==> src/rtl/counter_bank_pkg.sv <==
// Shared definitions for the counter_bank block: per-channel next-state op
// encoding and the prescaler reset/reload constant.
package counter_bank_pkg;

    typedef enum logic [2:0] {
        OP_HOLD,
        OP_CLEAR,
        OP_LOAD,
        OP_INC,
        OP_DEC
    } op_e;

    // Prescaler value after reset; zero makes the first tick land right after release.
    localparam int PRESCALE_RST = 0;

endpackage

==> src/rtl/counter_bank_ch.sv <==
// One counter channel: op select, wrap/saturate arithmetic, and registered
// zero/compare/wrap event pulses.
module counter_bank_ch
    import counter_bank_pkg::*;
#(
    parameter int WIDTH = 8
) (
    input  logic             clk,
    input  logic             rst,
    input  logic             tick,
    input  logic             enable,
    input  logic             clear,
    input  logic             up,
    input  logic             down,
    input  logic             auto_en,
    input  logic             saturate,
    input  logic             load,
    input  logic [WIDTH-1:0] load_value,
    input  logic [WIDTH-1:0] cmp_value,
    output logic [WIDTH-1:0] count,
    output logic             eq_zero,
    output logic             eq_cmp,
    output logic             wrapped
);

    op_e              op;
    logic [WIDTH-1:0] next;
    logic             wrap_evt;
    logic             wrap_d;
    logic             zero_hist;
    logic             cmp_hist;
    logic             is_zero;
    logic             is_cmp;

    assign is_zero = (count == '0);
    assign is_cmp  = (count == cmp_value);

    always_comb begin
        op = OP_HOLD;
        if (clear)                   op = OP_CLEAR;
        else if (load)               op = OP_LOAD;
        else if (!enable)            op = OP_HOLD;
        else if (up && down)         op = OP_HOLD;
        else if (up)                 op = OP_INC;
        else if (down)               op = OP_DEC;
        else if (auto_en && tick)    op = OP_INC;
    end

    always_comb begin
        next     = count;
        wrap_evt = 1'b0;
        case (op)
            OP_CLEAR: next = '0;
            OP_LOAD:  next = load_value;
            OP_INC: begin
                if (count == '1) begin
                    next     = saturate ? count : '0;
                    wrap_evt = !saturate;
                end else begin
                    next = count + 1'b1;
                end
            end
            OP_DEC: begin
                if (count == '0) begin
                    next     = saturate ? count : '1;
                    wrap_evt = !saturate;
                end else begin
                    next = count - 1'b1;
                end
            end
            default: next = count;
        endcase
    end

    // wrapped is delayed one extra stage so it lines up with eq_zero after a wrap to 0.
    always_ff @(posedge clk or posedge rst) begin
        if (rst) begin
            count     <= '0;
            wrap_d    <= 1'b0;
            wrapped   <= 1'b0;
            zero_hist <= 1'b1;
            cmp_hist  <= 1'b1;
            eq_zero   <= 1'b0;
            eq_cmp    <= 1'b0;
        end else begin
            count     <= next;
            wrap_d    <= wrap_evt;
            wrapped   <= wrap_d;
            zero_hist <= is_zero;
            cmp_hist  <= is_cmp;
            eq_zero   <= is_zero && !zero_hist;
            eq_cmp    <= is_cmp && !cmp_hist;
        end
    end

endmodule

==> src/rtl/counter_bank.sv <==
// Bank of NUM_CH up/down counters sharing one programmable prescaler tick.
// Optional COUNTER_BANK_LOAD_EN adds per-channel parallel load ports.
module counter_bank
    import counter_bank_pkg::*;
#(
    parameter int NUM_CH     = 4,
    parameter int WIDTH      = 8,
    parameter int PRESCALE_W = 24
) (
    input  logic                    clk,
    input  logic                    reset,
    input  logic [PRESCALE_W-1:0]   prescale,
    input  logic [NUM_CH-1:0]       ch_enable,
    input  logic [NUM_CH-1:0]       ch_clear,
    input  logic [NUM_CH-1:0]       ch_up,
    input  logic [NUM_CH-1:0]       ch_down,
    input  logic [NUM_CH-1:0]       ch_auto,
    input  logic [NUM_CH-1:0]       ch_saturate,
    input  logic [NUM_CH*WIDTH-1:0] cmp_value,
`ifdef COUNTER_BANK_LOAD_EN
    input  logic [NUM_CH-1:0]       load,
    input  logic [NUM_CH*WIDTH-1:0] load_value,
`endif
    output logic [NUM_CH*WIDTH-1:0] count,
    output logic                    tick,
    output logic [NUM_CH-1:0]       eq_zero,
    output logic [NUM_CH-1:0]       eq_cmp,
    output logic [NUM_CH-1:0]       wrapped
);

    logic [PRESCALE_W-1:0]   psc;
    logic [NUM_CH-1:0]       load_i;
    logic [NUM_CH*WIDTH-1:0] load_val_i;

`ifdef COUNTER_BANK_LOAD_EN
    assign load_i     = load;
    assign load_val_i = load_value;
`else
    assign load_i     = '0;
    assign load_val_i = '0;
`endif

    // A new prescale value is only sampled at reload, so the current period always completes.
    always_ff @(posedge clk or posedge reset) begin
        if (reset) begin
            psc  <= PRESCALE_W'(PRESCALE_RST);
            tick <= 1'b0;
        end else if (psc == '0) begin
            psc  <= prescale;
            tick <= 1'b1;
        end else begin
            psc  <= psc - 1'b1;
            tick <= 1'b0;
        end
    end

    for (genvar i = 0; i < NUM_CH; i++) begin : g_ch
        counter_bank_ch #(.WIDTH(WIDTH)) u_ch (
            .clk        (clk),
            .rst        (reset),
            .tick       (tick),
            .enable     (ch_enable[i]),
            .clear      (ch_clear[i]),
            .up         (ch_up[i]),
            .down       (ch_down[i]),
            .auto_en    (ch_auto[i]),
            .saturate   (ch_saturate[i]),
            .load       (load_i[i]),
            .load_value (load_val_i[i*WIDTH +: WIDTH]),
            .cmp_value  (cmp_value[i*WIDTH +: WIDTH]),
            .count      (count[i*WIDTH +: WIDTH]),
            .eq_zero    (eq_zero[i]),
            .eq_cmp     (eq_cmp[i]),
            .wrapped    (wrapped[i])
        );
    end

endmodule

==> config.mk <==
export PLATFORM = sky130hd
export DESIGN_NAME = counter_bank
export DESIGN_NICKNAME = d
export VERILOG_FILES = /design/src/rtl/counter_bank_pkg.sv /design/src/rtl/counter_bank_ch.sv /design/src/rtl/counter_bank.sv
export SDC_FILE = /design/constraint.sdc
export NUM_CORES = 1
export LEC_CHECK = 0
export CAP_MARGIN = 10
export CORE_MARGIN = 2
export CORE_UTILIZATION = 48
export DETAILED_ROUTE_END_ITERATION = 10
export PLACE_DENSITY_LB_ADDON = 0.2
export REMOVE_ABC_BUFFERS = 1
export SLEW_MARGIN = 20
export SYNTH_ARGS = -nofsm -noshare
export SYNTH_HDL_FRONTEND = slang
export SYNTH_HIERARCHICAL = 1
export SYNTH_SLANG_ARGS = --single-unit
==> constraint.sdc <==
create_clock -name clk -period 2 [get_ports clk]
set_input_delay 0.6 -clock clk [delete_from_list [all_inputs] [get_ports clk]]
set_output_delay 0.6 -clock clk [all_outputs]
set_load 0.005 [all_outputs]
==> out/metrics.csv <==
metric,value,unit
layout-drive-gt1-share,0.3528,
synth_cells,736,
dr_total_vias,7076,
period_minus_slack,2.063,ns
antenna_found_initial,0,
timing.rr.end,psc[23]$_DFF_PP0_,
reg2reg_depth,5,
htree_num_levels,3,
drt_iter0_markers,365,
overflow,0,
fp-row-count,41,
insertion_delay,0.34,ns
hold_viol,0,
fin_tns_setup,-0.2033,ns
relSlewSlack,0.4685,
leakagePower,4.510,nW
r2r_start,psc[10]$_DFF_PP0_,
synth-edff-count,0,
rrSetupSlack,-0.06,ns
worst_ir_drop_vdd,0.4791,mV
synth_seq_area_share,0.3266,
die_h,118.0,µm
clock-sinks,81,
setup_ws,-0.06324,ns
tightest_slew,0.7957,ns
gp_congestion,0.9258,
postLayoutCellArea,10240,µm²
dieArea,13920,µm²
detail_route.wl_per_cell,17.09,µm
synth_warnings,6,
criticalPathCategory,flop to flop,
io_buffers,126,
ys_ff_latch,81,
root_buffer,clkbuf_16,
setup_viol,6,
critPathArrivalTime,2.32,ns
avgSynthCellArea,8.475,µm²
wirelength,21640,µm
end_kind,flop,
cts.path.max_buffers,2,
grt_max_degree,29,
cts_made_buffers,9,
crit_start,psc[10]$_DFF_PP0_,
syn_area,6237,µm²
dpl_cell_area,8827,µm²
ant_nets,0,
slew_violations,0,
fmax,0.4847,GHz
min_period_over_period,1.032,
run_status,finished with violations,
grt_pass1_vias,7240,
finalNonFillerCells,1266,
diodes,0,
tritoncts,built,
routed_via_density,5.589,
grt_pass1_wl,34230,µm
clk_pin_slew,0.06,ns
dr.pass1.iters,5,
skew,0.006719,ns
hpwlAfterDp,15250,µm
synthToLayoutAreaGrowth,64.11,%
drc,0,
power,6.301,mW
nets,1185,
async_reset_ff_frac,1.000,
crit_path_start_kind,flop,
seq_area,2058,µm²
grt_usage,0.3018,
num-fill-cells,836,
p_per_area,615.5,nW/µm²
critPathRequiredTime,2.26,ns
grt_setup_unrepaired,true,
postCtsHoldBufs,0,
yosys.cell_types.count,69,
die_w,118.0,µm
dp.cells,1196,
cp_max_fo,4,
layout_common_cells,"179 x buf_4, 95 x clkdlybuf4s50_1, 65 x nand2_1, 57 x xnor2_1, 56 x dfrtp_1",
core,12670,µm²
violations,setup timing,
min_path_type,flop to flop,
start_util,0.4922,
layout_commonest_cell,buf_4,
worstSetupEndpoint,psc[23]$_DFF_PP0_,
ios,127,
hold_slack,0.3469,ns
synth_top_flop_cell,dfrtp_1,
maxCapViolations,0,
multiInputGateArea,4454,µm²
==> state kept, by name, summed over array words and instances, names as in the netlist <==
signal               count
g_ch.u_ch/cmp_hist       4
g_ch.u_ch/count         32
g_ch.u_ch/eq_cmp         4
g_ch.u_ch/eq_zero        4
g_ch.u_ch/wrap_d         4
g_ch.u_ch/wrapped        4
g_ch.u_ch/zero_hist      4
psc                     24
tick                     1
==> metrics by stage <==
stage,util,worst slack [ns]
4_1_cts,0.7589,-0.07102
2_1_floorplan,-,-0.5996
3_3_place_gp,0.6967,-0.5467
6_report,0.8078,-0.06324
5_1_grt,0.8078,-0.1996
3_5_place_dp,0.6967,-0.6209
==> cell type report <==
type                       instances  area share
multi-input combinational        622      0.4352
timing repair buffer             335      0.2943
sequential                        81      0.2011
clock buffer                      11     0.02371
tap                              172     0.02102
inverter                          40     0.01467
clock inverter                     5     0.01002
==> synthesized netlist by cell type (8+ instances only) <==
| cell type | number | area [µm²] |
|---|---|---|
| nor3_1 | 20 | 100.1 |
| nor2b_1 | 10 | 62.56 |
| or3_1 | 12 | 75.07 |
| dfstp_2 | 8 | 210.2 |
| o31ai_1 | 13 | 97.59 |
| inv_1 | 39 | 146.4 |
| o211ai_1 | 11 | 82.58 |
| a21oi_1 | 55 | 275.3 |
| o21ai_1 | 8 | 40.04 |
| dfrtp_1 | 73 | 1827 |
| buf_2 | 12 | 60.06 |
| a31oi_1 | 8 | 50.05 |
| nor3b_1 | 8 | 60.06 |
| nor2_1 | 57 | 214.0 |
| xnor2_1 | 57 | 499.2 |
| nand4_1 | 15 | 93.84 |
| buf_6 | 10 | 112.6 |
| ha_1 | 14 | 175.2 |
| nand2_1 | 68 | 255.2 |
| o21ai_0 | 47 | 235.2 |
| clkbuf_1 | 18 | 67.56 |
| nand3_1 | 16 | 80.08 |
| nor4_1 | 17 | 106.4 |
==> routing by layer <==
layer | track usage | vias up | wire length (µm)
met5 | 0 | - | 0
met4 | 0.1393 | 0 | 724
met3 | 0.05329 | 62 | 1162
met2 | 0.5480 | 288 | 11210
met1 | 0.3427 | 3395 | 8545
li1 | - | 3331 | -
==> what timing repair did <==
item / 4_1_cts / 5_1_grt
endpoints found under the setup margin: 79 / 73
pin swaps: 25 / 29
cloned: 1 / 1
resized for setup: 81 / 130
setup buffers: 26 / 29
==> kinds of logic after synthesis <==
family / share of synthesized area
multiplexers: 0.001805
flip-flops: 0.3266
AO/OA/AOI/OAI: 0.2150
XOR/XNOR: 0.08425
buffers and inverters: 0.06800
AND/OR/NAND/NOR: 0.2756
other: 0.0006012
adder cells (fa/ha/maj): 0.02808
==> worst max-delay path: stages (launching register included) <==
cell and delay (ns):
dfrtp_1 0.37, or4_4 0.56, or4_4 0.56, nor4_4 0.24
a21oi_1 0.10, a21oi_1 0.15
==> worst min-delay path by stage <==
| stage | start | to | slack (ns) | cells after the start |
|---|---|---|---|---|
| 2_1_floorplan | g_ch[0].u_ch/wrap_d$_DFF_PP0_ | g_ch[0].u_ch/wrapped$_DFF_PP0_ | 0.33 | 0 |
| 3_3_place_gp | g_ch[0].u_ch/wrap_d$_DFF_PP0_ | g_ch[0].u_ch/wrapped$_DFF_PP0_ | 0.33 | 0 |
| 3_5_place_dp | g_ch[0].u_ch/wrap_d$_DFF_PP0_ | g_ch[0].u_ch/wrapped$_DFF_PP0_ | 0.34 | 0 |
| 4_1_cts | g_ch[0].u_ch/wrap_d$_DFF_PP0_ | g_ch[0].u_ch/wrapped$_DFF_PP0_ | 0.35 | 0 |
| 5_1_grt | g_ch[3].u_ch/wrap_d$_DFF_PP0_ | g_ch[3].u_ch/wrapped$_DFF_PP0_ | 0.36 | 0 |
| 6_report | g_ch[0].u_ch/wrap_d$_DFF_PP0_ | g_ch[0].u_ch/wrapped$_DFF_PP0_ | 0.35 | 0 |
==> report_power, final <==
part	internal [mW]	switching [mW]
sequential	1.86	0.190
clock	1.25	0.673
combinational	1.26	1.07
Power figures use the tool's default switching activity.
